==> config.mk <==
export PLATFORM = sky130hd
export DESIGN_NAME = apb_master_if
export DESIGN_NICKNAME = d
export VERILOG_FILES = /design/src/rtl/apb_pkg.sv /design/src/rtl/apb_wait_timer.sv /design/src/rtl/apb_master_if.sv
export SDC_FILE = /design/constraint.sdc
export NUM_CORES = 1
export LEC_CHECK = 0
export ABC_AREA = 1
export CORE_MARGIN = 3
export CORE_UTILIZATION = 44
export CTS_CLUSTER_DIAMETER = 40
export DETAILED_ROUTE_END_ITERATION = 12
export PLACE_DENSITY = 0.85
export SYNTH_ARGS = -nofsm -noshare
export SYNTH_HDL_FRONTEND = slang
export SYNTH_SLANG_ARGS = --single-unit
==> constraint.sdc <==
create_clock -name apb_clk_in -period 4.05 [get_ports apb_clk_in]
set_input_delay 0.6075 -clock apb_clk_in [delete_from_list [all_inputs] [get_ports apb_clk_in]]
set_output_delay 0.6075 -clock apb_clk_in [all_outputs]
set_load 0.02 [all_outputs]
==> src/rtl/apb_pkg.sv <==
// -----------------------------------------------------------------------------
// apb_pkg
// Definitions shared by the APB master and slave interface blocks.
//   ST_*      : bit index of each state in the one-hot state vector
//   ST_W      : width of the one-hot state vector
//   PPROT_*   : bit positions inside PPROT
//   apb_state_e : one-hot transfer state encoding
// No ports (package).
// -----------------------------------------------------------------------------
package apb_pkg;

   localparam int ST_IDLE   = 0;
   localparam int ST_SETUP  = 1;
   localparam int ST_ACCESS = 2;
   localparam int ST_RESP   = 3;
   localparam int ST_W      = 4;

   localparam int PPROT_PRIV   = 0;
   localparam int PPROT_NONSEC = 1;
   localparam int PPROT_INSTR  = 2;

   typedef enum logic [ST_W-1:0] {
      S_IDLE   = ST_W'(1 << ST_IDLE),
      S_SETUP  = ST_W'(1 << ST_SETUP),
      S_ACCESS = ST_W'(1 << ST_ACCESS),
      S_RESP   = ST_W'(1 << ST_RESP)
   } apb_state_e;

endpackage

==> src/rtl/apb_wait_timer.sv <==
// -----------------------------------------------------------------------------
// apb_wait_timer
// Counts ACCESS wait cycles and flags when the limit is reached.
// Ports:
//   apb_clk_in  : clock (posedge)
//   apb_rstn_in : asynchronous active-low reset, counter cleared to 0
//   clr         : synchronous clear (asserted during SETUP)
//   inc         : count one wait cycle
//   expired     : counter equals TIMEOUT_CYCLE
// -----------------------------------------------------------------------------
module apb_wait_timer #(
   parameter int TIMEOUT_CYCLE = 16
) (
   input  logic apb_clk_in,
   input  logic apb_rstn_in,
   input  logic clr,
   input  logic inc,
   output logic expired
);

   localparam int              CNT_W = $clog2(TIMEOUT_CYCLE + 1);
   localparam logic [CNT_W-1:0] LIMIT = CNT_W'(TIMEOUT_CYCLE);

   logic [CNT_W-1:0] cnt;

   always_ff @(posedge apb_clk_in or negedge apb_rstn_in) begin
      if (!apb_rstn_in) begin
         cnt <= '0;
      end else if (clr) begin
         cnt <= '0;
      end else if (inc && !expired) begin
         // Saturates at the limit so a stalled FSM cannot wrap it.
         cnt <= cnt + CNT_W'(1);
      end
   end

   assign expired = (cnt == LIMIT);

endmodule

==> src/rtl/apb_master_if.sv <==
// -----------------------------------------------------------------------------
// apb_master_if
// APB initiator: takes one local request at a time over valid/ready and runs
// it as an APB SETUP/ACCESS transfer, returning a one-cycle response pulse.
// Optional feature macro: APB_TIMEOUT_EN (abort ACCESS after TIMEOUT_CYCLE
// wait cycles with an error response).
// Ports:
//   apb_clk_in, apb_rstn_in          : clock, async active-low reset
//   req_valid_in / req_ready_out     : request handshake
//   req_addr_in, req_write_in, req_wdata_in, req_strb_in, req_prot_in
//                                    : request fields, sampled on accept
//   rsp_valid_out                    : one-cycle response pulse
//   rsp_rdata_out, rsp_err_out       : response data/error, held until next
//   apb_psel_out, apb_penable_out, apb_addr_out, apb_write_out,
//   apb_wdata_out, apb_strb_out, apb_prot_out : APB request side
//   apb_rdata_in, apb_ready_in, apb_slverr_in : APB completion side
// -----------------------------------------------------------------------------
module apb_master_if
   import apb_pkg::*;
#(
   parameter int APB_ADDR_WIDTH = 32,
   parameter int APB_DATA_WIDTH = 32,
   parameter int TIMEOUT_CYCLE  = 16
) (
   input  logic                        apb_clk_in,
   input  logic                        apb_rstn_in,
   input  logic                        req_valid_in,
   output logic                        req_ready_out,
   input  logic [APB_ADDR_WIDTH-1:0]   req_addr_in,
   input  logic                        req_write_in,
   input  logic [APB_DATA_WIDTH-1:0]   req_wdata_in,
   input  logic [APB_DATA_WIDTH/8-1:0] req_strb_in,
   input  logic [2:0]                  req_prot_in,
   output logic                        rsp_valid_out,
   output logic [APB_DATA_WIDTH-1:0]   rsp_rdata_out,
   output logic                        rsp_err_out,
   output logic                        apb_psel_out,
   output logic                        apb_penable_out,
   output logic [APB_ADDR_WIDTH-1:0]   apb_addr_out,
   output logic                        apb_write_out,
   output logic [APB_DATA_WIDTH-1:0]   apb_wdata_out,
   output logic [APB_DATA_WIDTH/8-1:0] apb_strb_out,
   output logic [2:0]                  apb_prot_out,
   input  logic [APB_DATA_WIDTH-1:0]   apb_rdata_in,
   input  logic                        apb_ready_in,
   input  logic                        apb_slverr_in
);

   generate
      if ((APB_DATA_WIDTH % 8) != 0 || TIMEOUT_CYCLE < 1) begin : g_bad_param
         $error("apb_master_if: APB_DATA_WIDTH must be a multiple of 8 and TIMEOUT_CYCLE >= 1");
      end
   endgenerate

   apb_state_e state;

`ifdef APB_TIMEOUT_EN
   logic tmr_expired;

   apb_wait_timer #(
      .TIMEOUT_CYCLE (TIMEOUT_CYCLE)
   ) u_wait_timer (
      .apb_clk_in  (apb_clk_in),
      .apb_rstn_in (apb_rstn_in),
      .clr         (state == S_SETUP),
      .inc         ((state == S_ACCESS) && !apb_ready_in),
      .expired     (tmr_expired)
   );
`endif

   // req_ready_out is a register: it reads 0 in reset and rises on the first
   // clock in IDLE, so a request can only be accepted once ready is visible.
   always_ff @(posedge apb_clk_in or negedge apb_rstn_in) begin
      if (!apb_rstn_in) begin
         state           <= S_IDLE;
         req_ready_out   <= 1'b0;
         rsp_valid_out   <= 1'b0;
         rsp_rdata_out   <= '0;
         rsp_err_out     <= 1'b0;
         apb_psel_out    <= 1'b0;
         apb_penable_out <= 1'b0;
         apb_addr_out    <= '0;
         apb_write_out   <= 1'b0;
         apb_wdata_out   <= '0;
         apb_strb_out    <= '0;
         apb_prot_out    <= '0;
      end else begin
         rsp_valid_out <= 1'b0;
         unique case (state)
            S_IDLE: begin
               if (req_valid_in && req_ready_out) begin
                  apb_addr_out  <= req_addr_in;
                  apb_write_out <= req_write_in;
                  apb_wdata_out <= req_wdata_in;
                  apb_strb_out  <= req_write_in ? req_strb_in : '0;
                  apb_prot_out  <= {req_prot_in[PPROT_INSTR],
                                    req_prot_in[PPROT_NONSEC],
                                    req_prot_in[PPROT_PRIV]};
                  apb_psel_out  <= 1'b1;
                  req_ready_out <= 1'b0;
                  state         <= S_SETUP;
               end else begin
                  req_ready_out <= 1'b1;
               end
            end
            S_SETUP: begin
               apb_penable_out <= 1'b1;
               state           <= S_ACCESS;
            end
            S_ACCESS: begin
               // PREADY takes priority over an expiring timer.
               if (apb_ready_in) begin
                  apb_psel_out    <= 1'b0;
                  apb_penable_out <= 1'b0;
                  rsp_valid_out   <= 1'b1;
                  rsp_err_out     <= apb_slverr_in;
                  rsp_rdata_out   <= (!apb_write_out && !apb_slverr_in) ? apb_rdata_in : '0;
                  state           <= S_RESP;
               end
`ifdef APB_TIMEOUT_EN
               else if (tmr_expired) begin
                  apb_psel_out    <= 1'b0;
                  apb_penable_out <= 1'b0;
                  rsp_valid_out   <= 1'b1;
                  rsp_err_out     <= 1'b1;
                  rsp_rdata_out   <= '0;
                  state           <= S_RESP;
               end
`endif
            end
            S_RESP: begin
               req_ready_out <= 1'b1;
               state         <= S_IDLE;
            end
            default: begin
               apb_psel_out    <= 1'b0;
               apb_penable_out <= 1'b0;
               req_ready_out   <= 1'b0;
               state           <= S_IDLE;
            end
         endcase
      end
   end

endmodule
==> reports/qor.txt, run 1 <==
Slew Viols, Final - 0
WP data required - 3.44 ns
Synth area leaders - dfrtp_1 (63%), nand2_1 (24%), nand3_1 (4.7%), buf_6 (2.8%), buf_4 (1.7%)
CP max FO - 3
Total setup buffers inserted after CTS - 0
Clock transition at path regs - 0.05 ns
Max_slew headroom - 19.5%
Yosys warns - 0
Crit-path max cell delay - 0.66 ns
Die Ht - 106 um
Pre-antenna DRT Iters - 5
Final instance area - 0.00712 sq mm
Die Wd - 106 um
WS Path Type - flip-flop to output pin
CP max-delay cell - clkdlybuf4s50_1
Post-CTS sizing - 0
Fmax achieved - 461 MHz
R2R setup slack - 1.91 ns
Leakage power - 3.54 nW
Initial DRC count - 274
Syn avg cell area - 9.14 sq um
Total Die Area - 0.0113 sq mm
First-pass GRT wire length - 21000 um
Top Ports - 218
CORE AREA - 0.00977 sq mm
TritonCTS buffer count - 17
Flops & latches, synth - 113
PnR worst setup slack - 1.88 ns
Share of the synthesized area in the top cell type - 63.1%
Final Wtd Congestion - 0.814
Hold Path Class - primary input to asynchronous set/reset pin
Initial antenna violation count - 0
Nets - 810
Worst-case reg-to-reg path depth - 6
H-tree depth - 4
Setup violators final - 0
CP delay by family, top - buffers and inverters
GRT Total Usage - 23.7%
Largest net degree at the start of global routing - 74
Synth Instances - 486
Cell taking the most area after synthesis - dfrtp_1
Root buf cell - clkbuf_8
Dpl cell area - 0.00659 sq mm
RSZ-0062 raised after global routing - false
CTS tree - done
IO Port Bufs - 217
Netlist cell types - 15
Slew at the pin closest to its max-slew limit - 1.21 ns
Total power - 5.81 mW
Reg-to-Reg End - rsp_rdata_out[30]
Register area share after synthesis - 63.7%
Routed WL - 13100 um
Initial Util - 45.4%
Final Skew - 0.00514 ns
Area growth syn-to-layout - 60.3%
Hold Buf Count CTS - 0
Maxcap violations - 0
Ant. Diodes - 0
Syn_nets - 595
CP Launch Type - flip-flop
Pwr/cell area - 816 mW/mm^2
Crit-path cells - clkdlybuf4s50_1
Grt ovf - 0
Final Cycle Share - 53.6%
Placed wire-length estimate - 9140 um
Worst r2r src - state[1]
Worst path arrival time - 1.56 ns
DR DRC count - 0
WP buf/inv - 1
Routed vias - 4125
Cell row count - 36
Maximum VDD drop - 0.000399 V
Share of layout cells above drive strength 1 - 6.46%
Tmin final - 2.17 ns
Vias in the first global route - 4372
Post-route ant nets - 0
Synth Cell Area - 0.00444 sq mm
Setup_tns - 0 ns
Vias/cell - 4.88
Per-cell routed wire length - 15.5 um
Sink Count - 113
Clock latency on the worst-skew pair - 0.50 ns
Fin. Hold Viols - 0
CP Capture Type - output pin
Status - finished, final reports clean
Clk buf depth - 2
Setup WS pre-CTS - 1.44 ns
[area by class of cell]
type / count / area, sq um
flip-flops and latches: 113 / 2830
fillers: 713 / 2660
repair buffers: 220 / 2190
multi-input cells: 343 / 1380
clock buffers: 23 / 467
well taps: 133 / 166
clock inverters: 7 / 60.1
inverters: 6 / 22.5
[cell usage after synthesis (all sizes together)]
cell type,count
nand3,43
nor2,8
o21bai,1
dfstp,1
buf,21
dfrtp,112
nand2,291
clkbuf,3
inv,6
[sequential cells by signal (all words and copies together), names as in the netlist]
signal and count:
apb_addr_out 32, apb_penable_out 1, apb_prot_out 3, apb_psel_out 1, apb_strb_out 4, apb_wdata_out 32, apb_write_out 1, req_ready_out 1
rsp_err_out 1, rsp_rdata_out 32, rsp_valid_out 1, state 4
[worst max-delay path by stage]
stage	from	endpoint	slack (ns)	cells past startpoint
after floorplan	apb_slverr_in	rsp_rdata_out[10]	2.73	4
after global placement	apb_ready_in	rsp_rdata_out[24]	1.56	6
after detailed placement	apb_ready_in	rsp_rdata_out[28]	1.44	6
after CTS	apb_write_out	apb_write_out	1.85	1
after global routing	state[1]	rsp_rdata_out[2]	1.74	6
final	apb_write_out	apb_write_out	1.88	1
[cell families after synthesis]
family / Yosys count / share of synthesized area, %
flip-flops: 113 / 63.7
buffers and inverters: 30 / 5.24
AND/OR/NAND/NOR: 342 / 30.9
AO/OA/AOI/OAI: 1 / 0.169
[worst reg2reg max path, stage by stage (launching register included)]
cell,delay [ns]
dfrtp_1,0.40
nor2_2,0.17
nand2_2,0.11
nor2_4,0.60
inv_2,0.46
nand2_1,0.20
nand2_1,0.08
[layer usage]
layer  GRT usage (%)  vias up  wire length [um]
met5               0        -                 0
met4            10.1        0               246
met1            27.2     1970              4990
met2            40.3      211              6670
li1                -     1924                 -
met3            7.95       20              1190
[power by group]
part / switching (mW) / leakage [nW] / internal [mW] / total, mW
sequential: 0.306 / 1.45 / 1.64 / 1.95
combinational: 1.40 / 1.83 / 1.15 / 2.55
clock: 0.469 / 0.267 / 0.846 / 1.32
[metrics by stage]
stage	util, %	instances	hold WS [ns]
detailed placement	67.4	815	0.457
global route	72.8	845	0.194
floorplan	-	486	0.312
finish	72.8	845	0.154
CTS	72.8	845	0.158
global placement	67.4	815	0.453
[cell usage in the layout, fill, tap and decap left out, types with 2 or more instances in the layout]
master and instances:
nand2_1 289, clkdlybuf4s50_1 216, dfrtp_1 112, nand3_1 42
clkbuf_16 16, clkinv_2 6, nor2_2 5, inv_2 4
clkbuf_8 4, buf_4 4, clkbuf_1 3, inv_1 2
nand2_2 2, nor2_4 2
Note: power is estimated with default switching activity, not from simulation.
==> run 2, diff against run 1 <==
- CORE_UTILIZATION: 44 -> 40
- PLACE_DENSITY: 0.85 -> 0.79
- clock period: 4.05 -> 2.05 ns (I/O delays scaled with it)
==> run 2 against run 1 <==
Wire length is 3.4% lower. Non-clock buffer count is 6 higher. Final area is 1.8% higher. Critical path type unchanged.
==> reports/qor.txt, run 2 (same netlist as run 1, synthesis figures left out) <==
Status - finished, final reports clean (unchanged)
Routed WL - 12600 um (was 13100 um)
Post-route ant nets - 0 (unchanged)
First-pass GRT wire length - 20700 um (was 21000 um)
GRT Total Usage - 20.6% (was 23.7%)
DR DRC count - 0 (unchanged)
Largest net degree at the start of global routing - 66 (was 74)
Max_slew headroom - 65.4% (was 19.5%)
Maxcap violations - 0 (unchanged)
Fmax achieved - 530 MHz
Grt ovf - 0 (unchanged)
IO Port Bufs - 217 (unchanged)
Total power - 11.8 mW (was 5.81 mW)
CP max-delay cell - clkdlybuf4s50_1 (unchanged)
CP delay by family, top - buffers and inverters (unchanged)
Clock latency on the worst-skew pair - 0.50 ns (about the same)
Die Wd - 111 um (was 106 um)
Per-cell routed wire length - 14.8 um (was 15.5 um)
Cell row count - 37 (was 36)
Largest registers - apb_addr_out x32, apb_wdata_out x32, rsp_rdata_out x32 (unchanged)
Register Area - 0.00283 sq mm (unchanged)
Commonest non-fill, non-tap cell in the layout - nand2_1 (unchanged)
Setup violators final - 0 (unchanged)
WP data required - 1.74 ns (was 3.44 ns)
Setup_tns - 0 ns (unchanged)
Die Ht - 111 um (was 106 um)
CP Capture Type - output pin (unchanged)
Vias in the first global route - 4081 (was 4372)
Fin. Hold Viols - 0 (unchanged)
Initial DRC count - 270 (was 274)
Initial Util - 42.1% (was 45.4%)
CTS tree - done (unchanged)
Pwr/cell area - 1620 mW/mm^2 (was 816 mW/mm^2)
WP buf/inv - 1 (unchanged)
Worst path arrival time - 1.58 ns (was 1.56 ns)
Slew at the pin closest to its max-slew limit - 0.518 ns (was 1.21 ns)
Multi-input gate area - 0.00138 sq mm (unchanged)
Final Cycle Share - 92.1%
Crit-path max cell delay - 0.66 ns (about the same)
Placed wire-length estimate - 9230 um (was 9140 um)
Routed vias - 4050 (was 4125)
Clk buf depth - 2 (unchanged)
Slew Viols, Final - 0 (unchanged)
Root buf cell - clkbuf_8 (unchanged)
Crit-path cells - clkdlybuf4s50_1 (unchanged)
Final Skew - 0.0107 ns (was 0.00514 ns)
Total Die Area - 0.0124 sq mm (was 0.0113 sq mm)
Commonest non-fill, non-tap cells in the layout - nand2_1 (289), clkdlybuf4s50_1 (216), dfrtp_1 (112) (unchanged)
Nets - 816 (was 810)
Sink Count - 113 (unchanged)
Vias/cell - 4.73 (was 4.88)
Share of layout cells above drive strength 1 - 7.50% (was 6.46%)
Ant. Diodes - 0 (unchanged)
WS Path Type - flip-flop to output pin (unchanged)
Top Ports - 218 (unchanged)
Pre-antenna DRT Iters - 5 (unchanged)
CP Launch Type - flip-flop (unchanged)
Leakage power - 3.59 nW (was 3.54 nW)
CP max FO - 3 (unchanged)
Clock transition at path regs - 0.06 ns (was 0.05 ns)
TritonCTS buffer count - 17 (unchanged)
Fill count - 816 (was 713)
Area growth syn-to-layout - 63.2% (was 60.3%)
Hold Path Class - primary input to asynchronous set/reset pin (unchanged)
Worst Hold Slack - 0.202 ns (was 0.154 ns)
CORE AREA - 0.0106 sq mm (was 0.00977 sq mm)
Maximum VDD drop - 0.000754 V (was 0.000399 V)
RSZ-0062 raised after global routing - false (unchanged)
Initial antenna violation count - 0 (unchanged)
Tmin final - 1.89 ns
H-tree depth - 4 (unchanged)
Final Wtd Congestion - 0.817 (was 0.814)
Total setup buffers inserted after CTS - 0 (unchanged)
## run 2: cell types whose count changed in the layout (fill, tap and decap cells not counted), sizes merged
cell | before | now
inv | 6 | 7
clkinvlp | 0 | 3
bufinv | 1 | 3
buf | 4 | 9
clkbuf | 23 | 20
dlygate4sd3 | 0 | 1
clkinv | 6 | 5
## run 2: worst register-to-register path, delay by kind of cell, from the launching register on
kind / cells / cell delay (ns)
simple gates: 5 / 0.56
flops: 1 / 0.55
buf+inv: 2 / 0.41
## run 2: worst paths after layout
check                            startpoint           endpoint  slack [ns]  cells after the start
max in group asynchronous       apb_rstn_in           state[0]        1.13                      3
min reg2reg                 apb_addr_out[6]    apb_addr_out[6]        0.47                      2
max reg2reg                        state[0]   apb_wdata_out[4]        0.48                      7
min in group apb_clk_in    req_wdata_in[24]  apb_wdata_out[24]        0.34                      3
min                             apb_rstn_in  rsp_rdata_out[14]        0.20                      2
max                           apb_write_out      apb_write_out        0.16                      1
## run 2: report_power, final
group,switching [mW],total (mW),internal (mW)
sequential,0.561,3.80,3.24
clock,1.03,2.92,1.89
combinational,2.75,5.05,2.31
## run 2: metrics by stage
stage / instances / cell area [sq um] / utilization (%) / setup WS [ns]
after detailed placement: 823 / 6650 / 63.0 / 0.337
after global placement: 823 / 6650 / 63.0 / 0.366
final: 856 / 7250 / 68.7 / 0.162
after floorplan: 486 / 4440 / - / 0.761
after CTS: 856 / 7250 / 68.7 / 0.128
after global routing: 856 / 7250 / 68.7 / 0.129
## run 2: what timing repair did
item	in CTS	in global routing
hold buffers	1	0
hold endpoints to repair	77	0
endpoints found under the setup margin	0	0
resized for setup	0	0
## run 2: per-layer routing
layer | track usage, % | vias to the layer above | wire (um)
met5 | 0 | - | 0
met4 | 6.89 | 0 | 236
met3 | 8.10 | 20 | 1270
met2 | 34.6 | 190 | 6050
met1 | 24.4 | 1898 | 5090
li1 | - | 1942 | -
## run 2: area by class of cell
| type | count | area share, % |
|---|---|---|
| Tap cell | 136 | 2.35 |
| Multi-Input combinational cell | 343 | 19.1 |
| Clock buffer | 20 | 6.01 |
| Sequential cell | 113 | 39.0 |
| Timing Repair Buffer | 226 | 31.1 |
| Clock inverter | 12 | 2.17 |
| Inverter | 6 | 0.311 |
==> run 3, diff against run 2 <==
- HOLD_SLACK_MARGIN: default -> 0.08
- SLEW_MARGIN: default -> 20
==> results of run 3 <==
Final layout, timing and power as in run 2 (identical DEF).
